### src/rtl/oled_pwr_seq_core.sv
// PmodOLED slot core: DC/AUX pins, register readback and a timed VDD/RST/VBAT power sequencer.
// Optional build macro OLED_SEQ_IRQ_EN adds the sequence-done interrupt and its pending register.
//   state    | meaning
//   OFF      | panel unpowered, idle
//   VDD_ON   | logic supply enabled, reset released
//   RST_LO   | reset pulse asserted
//   RST_HI   | reset released, waiting before VBAT
//   VBAT_ON  | panel supply enabled, settling
//   ON       | fully powered, idle
//   VBAT_OFF | panel supply removed
//   VDD_OFF  | logic supply removed, settling
module oled_pwr_seq_core #(
  parameter int              CNT_W         = 24,
  parameter logic [CNT_W-1:0] DEFAULT_DELAY = 24'd100000,
  parameter int              AUX_W         = 4
) (
  input  logic              clk,
  input  logic              reset,
  input  logic              cs,
  input  logic              read,
  input  logic              write,
  input  logic [4:0]        addr,
  input  logic [31:0]       wr_data,
  output logic [31:0]       rd_data,
  output logic              oled_dc,
  output logic              oled_reset,
  output logic              oled_vbatc,
  output logic              oled_vddc,
  output logic [AUX_W-1:0]  aux_out,
  output logic              irq
);

  typedef enum logic [2:0] {
    ST_OFF      = 3'd0,
    ST_VDD_ON   = 3'd1,
    ST_RST_LO   = 3'd2,
    ST_RST_HI   = 3'd3,
    ST_VBAT_ON  = 3'd4,
    ST_ON       = 3'd5,
    ST_VBAT_OFF = 3'd6,
    ST_VDD_OFF  = 3'd7
  } state_t;

  state_t            state, state_next;
  logic [CNT_W-1:0]  cnt, cnt_next;
  logic [CNT_W-1:0]  delay_reg;
  logic [CNT_W-1:0]  delay_load;
  logic [2:0]        reg_addr;
  logic              wr_en;
  logic              start_up;
  logic              start_down;
  logic              busy;
  logic              powered;
  logic              vddc_next, vbatc_next, res_next;
  logic              unused_inputs;

  assign reg_addr   = addr[2:0];
  assign wr_en      = cs && write;
  assign start_up   = wr_en && (reg_addr == 3'd1) && wr_data[0];
  assign start_down = wr_en && (reg_addr == 3'd1) && wr_data[1];
  assign busy       = (state != ST_OFF) && (state != ST_ON);
  assign powered    = (state == ST_ON);
  assign unused_inputs = ^{read, addr[4:3], wr_data};

  // A programmed delay of 0 behaves as 1; the counter runs from load down to 0.
  assign delay_load = (delay_reg == '0) ? '0 : delay_reg - CNT_W'(1);

  always_ff @(posedge clk or posedge reset) begin
    if (reset) begin
      oled_dc   <= 1'b0;
      aux_out   <= '0;
      delay_reg <= DEFAULT_DELAY;
    end else if (wr_en) begin
      case (reg_addr)
        3'd0:    oled_dc   <= wr_data[0];
        3'd2:    delay_reg <= wr_data[CNT_W-1:0];
        3'd4:    aux_out   <= wr_data[AUX_W-1:0];
        default: ;
      endcase
    end
  end

  always_ff @(posedge clk or posedge reset) begin
    if (reset) begin
      state <= ST_OFF;
      cnt   <= '0;
    end else begin
      state <= state_next;
      cnt   <= cnt_next;
    end
  end

  always_comb begin
    state_next = state;
    cnt_next   = cnt;
    case (state)
      ST_OFF: begin
        if (start_up) begin
          state_next = ST_VDD_ON;
          cnt_next   = delay_load;
        end
      end
      ST_ON: begin
        if (start_down) begin
          state_next = ST_VBAT_OFF;
          cnt_next   = delay_load;
        end
      end
      default: begin
        if (cnt != '0) begin
          cnt_next = cnt - CNT_W'(1);
        end else begin
          cnt_next = delay_load;
          case (state)
            ST_VDD_ON:   state_next = ST_RST_LO;
            ST_RST_LO:   state_next = ST_RST_HI;
            ST_RST_HI:   state_next = ST_VBAT_ON;
            ST_VBAT_ON:  state_next = ST_ON;
            ST_VBAT_OFF: state_next = ST_VDD_OFF;
            ST_VDD_OFF:  state_next = ST_OFF;
            default:     state_next = ST_OFF;
          endcase
          if ((state_next == ST_ON) || (state_next == ST_OFF)) begin
            cnt_next = '0;
          end
        end
      end
    endcase
  end

  // Pin levels are decoded from the next state so the flops change with the transition.
  always_comb begin
    vddc_next  = 1'b1;
    vbatc_next = 1'b1;
    res_next   = 1'b0;
    case (state_next)
      ST_OFF:      begin vddc_next = 1'b1; vbatc_next = 1'b1; res_next = 1'b0; end
      ST_VDD_ON:   begin vddc_next = 1'b0; vbatc_next = 1'b1; res_next = 1'b1; end
      ST_RST_LO:   begin vddc_next = 1'b0; vbatc_next = 1'b1; res_next = 1'b0; end
      ST_RST_HI:   begin vddc_next = 1'b0; vbatc_next = 1'b1; res_next = 1'b1; end
      ST_VBAT_ON:  begin vddc_next = 1'b0; vbatc_next = 1'b0; res_next = 1'b1; end
      ST_ON:       begin vddc_next = 1'b0; vbatc_next = 1'b0; res_next = 1'b1; end
      ST_VBAT_OFF: begin vddc_next = 1'b0; vbatc_next = 1'b1; res_next = 1'b1; end
      ST_VDD_OFF:  begin vddc_next = 1'b1; vbatc_next = 1'b1; res_next = 1'b1; end
      default:     begin vddc_next = 1'b1; vbatc_next = 1'b1; res_next = 1'b0; end
    endcase
  end

  always_ff @(posedge clk or posedge reset) begin
    if (reset) begin
      oled_vddc  <= 1'b1;
      oled_vbatc <= 1'b1;
      oled_reset <= 1'b0;
    end else begin
      oled_vddc  <= vddc_next;
      oled_vbatc <= vbatc_next;
      oled_reset <= res_next;
    end
  end

`ifdef OLED_SEQ_IRQ_EN
  logic irq_pending;
  logic seq_done;

  assign seq_done = busy && ((state_next == ST_ON) || (state_next == ST_OFF));

  // Completion has priority over a clear landing in the same cycle.
  always_ff @(posedge clk or posedge reset) begin
    if (reset) begin
      irq_pending <= 1'b0;
    end else if (seq_done) begin
      irq_pending <= 1'b1;
    end else if (wr_en && (reg_addr == 3'd5)) begin
      irq_pending <= 1'b0;
    end
  end

  assign irq = irq_pending;
`else
  assign irq = 1'b0;
`endif

  always_comb begin
    rd_data = '0;
    case (reg_addr)
      3'd0: rd_data[0]         = oled_dc;
      3'd2: rd_data[CNT_W-1:0] = delay_reg;
      3'd3: rd_data[6:0]       = {state, 2'b00, powered, busy};
      3'd4: rd_data[AUX_W-1:0] = aux_out;
`ifdef OLED_SEQ_IRQ_EN
      3'd5: rd_data[0]         = irq_pending;
`endif
      default: ;
    endcase
  end

endmodule

### config.mk
export PLATFORM = sky130hd
export DESIGN_NAME = oled_pwr_seq_core
export DESIGN_NICKNAME = d
export VERILOG_FILES = /design/src/rtl/oled_pwr_seq_core.sv
export SDC_FILE = /design/constraint.sdc
export NUM_CORES = 1
export LEC_CHECK = 0
export BUFFER_PORTS_ARGS = -buffer_cell sky130_fd_sc_hd__buf_2
export CORE_MARGIN = 2
export CORE_UTILIZATION = 40
export CTS_BUF_LIST = sky130_fd_sc_hd__clkbuf_4 sky130_fd_sc_hd__clkbuf_8 sky130_fd_sc_hd__clkbuf_16
export DETAILED_ROUTE_END_ITERATION = 6
export GPL_ROUTABILITY_DRIVEN = 0
export PLACE_DENSITY = 0.66
export SLEW_MARGIN = 20
export SYNTH_ARGS = -nofsm -noshare
export SYNTH_HDL_FRONTEND = slang
export SYNTH_SLANG_ARGS = --single-unit
### constraint.sdc
create_clock -name clk -period 3.1 [get_ports clk]
set_input_delay 0.31 -clock clk [delete_from_list [all_inputs] [get_ports clk]]
set_output_delay 0.31 -clock clk [all_outputs]
set_load 0.01 [all_outputs]
==> impl_metrics.toml <==
[status]
status = "completed"

[layout]
nets = 508
fin_util_pct = 47.56
layout-drive-gt1-share_pct = 30.19
postLayoutCellArea_um2 = 4353
area.growth.synth_to_final_pct = 16.82
n_antenna_cell = 0

[sta]
drv_slew = 0
finalSetupViolations = 0
tns_ns = 0
rsz0062_at_grt = "false"
post-route-min-period_ns = 2.951
period_share_pct = 95.20
timing.hold.ws_ns = 0.1977
tightest_slew_ns = 0.8821
finalHoldViolations = 0
max_slew_margin_pct = 40.80
worst_slack_ns = 0.1489
skew_ns = 0.008961
fmax_mhz = 338.9

[synthesis]
synth_area_leader_cell = "dfrtp_1"
yosysSeqAreaShare_pct = 39.89
synthFlopType = "dfrtp_1"
yosysMostFrequentCell = "dfrtp_1"
synth_async_sr_flop_share_pct = 100.0
syn_avg_cell_area_um2 = 9.481
synthTopCellsByArea = "dfrtp_1 34%, mux2_2 8.2%, dfstp_2 5.6%"
ys_warn_count = 0
ys_ff_latch = 59
synth_cell_types = 54
synth_area_um2 = 3726
synth_edf_count = 0
syn-instance-count = 393
netlist_top_cells_count = "51 x dfrtp_1, 27 x mux2_2, 27 x nor2_1"
netlist.area_leader.share_pct = 34.25

[worst_setup_path]
r2r_start = "delay_reg[10]"
crit_start = "delay_reg[10]"
rrSetupSlack_ns = 0.15
cp_max_fo = 13
reg2reg_to = "cnt[17]"
reg2reg_depth = 7
start_kind = "register"
cp.required_ns = 3.30
cp-end-kind = "register"
crit_type = "reg2reg"
endpoint = "cnt[17]"
arrival_ns = 3.15

[global_routing]
grtUsageTotal_pct = 18.27
antenna_found_initial = 0
grt_pass1_vias = 3009
globalRoute.totalOverflow = 0
grt_max_degree = 49
grt_pass1_wl_um = 14720

[pwr]
p_leak_nw = 1.861
vdd_drop_max_uv = 314.1
cellPowerDensity_nw_per_um2 = 767.2

[drt]
drc = 0
firstDrtPassIters = 5
viasPerCell = 5.543
detail_route.wl_per_cell_um = 15.07
wirelength_um = 8708
postRouteAntennaNets = 0
initialDrtViolationCount = 223
dr_total_vias = 3204

[clock_tree]
h-tree-depth = 3
cts_tree = "yes"
cts_buffers = 9
post_cts_buffers = 0
clock_sinks = 59
cts_resized = 0
cts_buffer_depth = 2
clock_latency_ns = 0.34
cts-root-buf = "clkbuf_8"
clkSlewWorstSetupHoldPaths_ns = 0.07

[floorplan]
die-height_um = 100.5
start_util_pct = 40.71
io_pins = 83
fp.dieArea_um2 = 10100
fp.dieW_um = 100.5
core_area_um2 = 9153
rows = 35

[placed_design]
place_area_um2 = 4168
pre_cts_ws_ns = 0.08242
io_buffers = 62
hpwl_um = 6457

[hold_path]
worst_hold_path_type = "in2reg"

[job]
maxCapViolCount = 0
[report_power, final]
part | internal [W] | switching [W]
clock | 0.000316 | 0.000314
combinational | 0.000612 | 0.000766
sequential | 0.00104 | 0.000289
total | 0.00197 | 0.00137
[final cells by class]
class | instances | area [µm²]
multi-input cells | 304 | 2078
clock inverters | 5 | 30.03
fillers | 853 | 4800
repair buffers | 79 | 440.4
flip-flops and latches | 59 | 1486
inverters | 9 | 33.78
well taps | 111 | 138.9
clock buffers | 11 | 145.1
[timing repair]
action,CTS,global route
setup endpoints to repair,0,6
endpoints found under the hold margin,9,0
hold buffers,1,0
[metrics by stage]
| step | instances | total power, W |
|---|---|---|
| 2_1_floorplan | 401 | 0.002309 |
| 3_3_place_gp | 561 | 0.002660 |
| 3_5_place_dp | 561 | 0.002711 |
| 4_1_cts | 578 | 0.003351 |
| 5_1_grt | 578 | 0.003606 |
| 6_report | 578 | 0.003340 |
[cell families after synthesis]
| logic type | share of synthesized area (%) |
|---|---|
| AO/OA/AOI/OAI | 16.62 |
| buffers and inverters | 5.137 |
| multiplexers | 10.04 |
| flip-flops | 39.89 |
| other | 0.1006 |
| AND/OR/NAND/NOR | 21.22 |
| adder cells (fa/ha/maj) | 1.343 |
| XOR/XNOR | 5.641 |
[critical path: stages, from the launching register on]
cell,delay (ns)
dfstp_2,0.40
or4_4,0.55
or4_4,0.46
or4_4,0.53
o311ai_4,0.32
nand2b_1,0.17
buf_4,0.22
o221ai_1,0.15
[per-layer routing]
metal	part of all wire, %	vias to the layer above	track usage (%)
met3	4.2	6	4.092
met2	48	84	27.83
met1	48	1553	26.50
li1	-	1561	-
met4	0.75	0	4.531
met5	0	-	0
[how the worst min path moves through the flow]
stage                    to  depth (start not counted)  startpoint  slack (ns)
3_3_place_gp     aux_out[3]                          2       reset        0.25
6_report       delay_reg[5]                          2  wr_data[5]        0.20
3_5_place_dp     aux_out[3]                          2       reset        0.26
2_1_floorplan  delay_reg[0]                          2  wr_data[0]        0.43
5_1_grt        delay_reg[5]                          2  wr_data[5]        0.19
4_1_cts        delay_reg[5]                          2  wr_data[5]        0.19
[placed cells by master, fill, tap and decap left out, types with 9 or more instances in the layout]
master,instances
a21oi_1,12
buf_2,62
o21ai_0,26
mux2_2,27
nor2_1,27
clkbuf_8,10
nor4_1,15
dfrtp_1,51
and2_1,19
xnor2_1,20
buf_4,16
nor3_1,18
nand2_1,25
or3_1,9
conb_1,9
No activity file was read; power rests on OpenSTA's default activity.
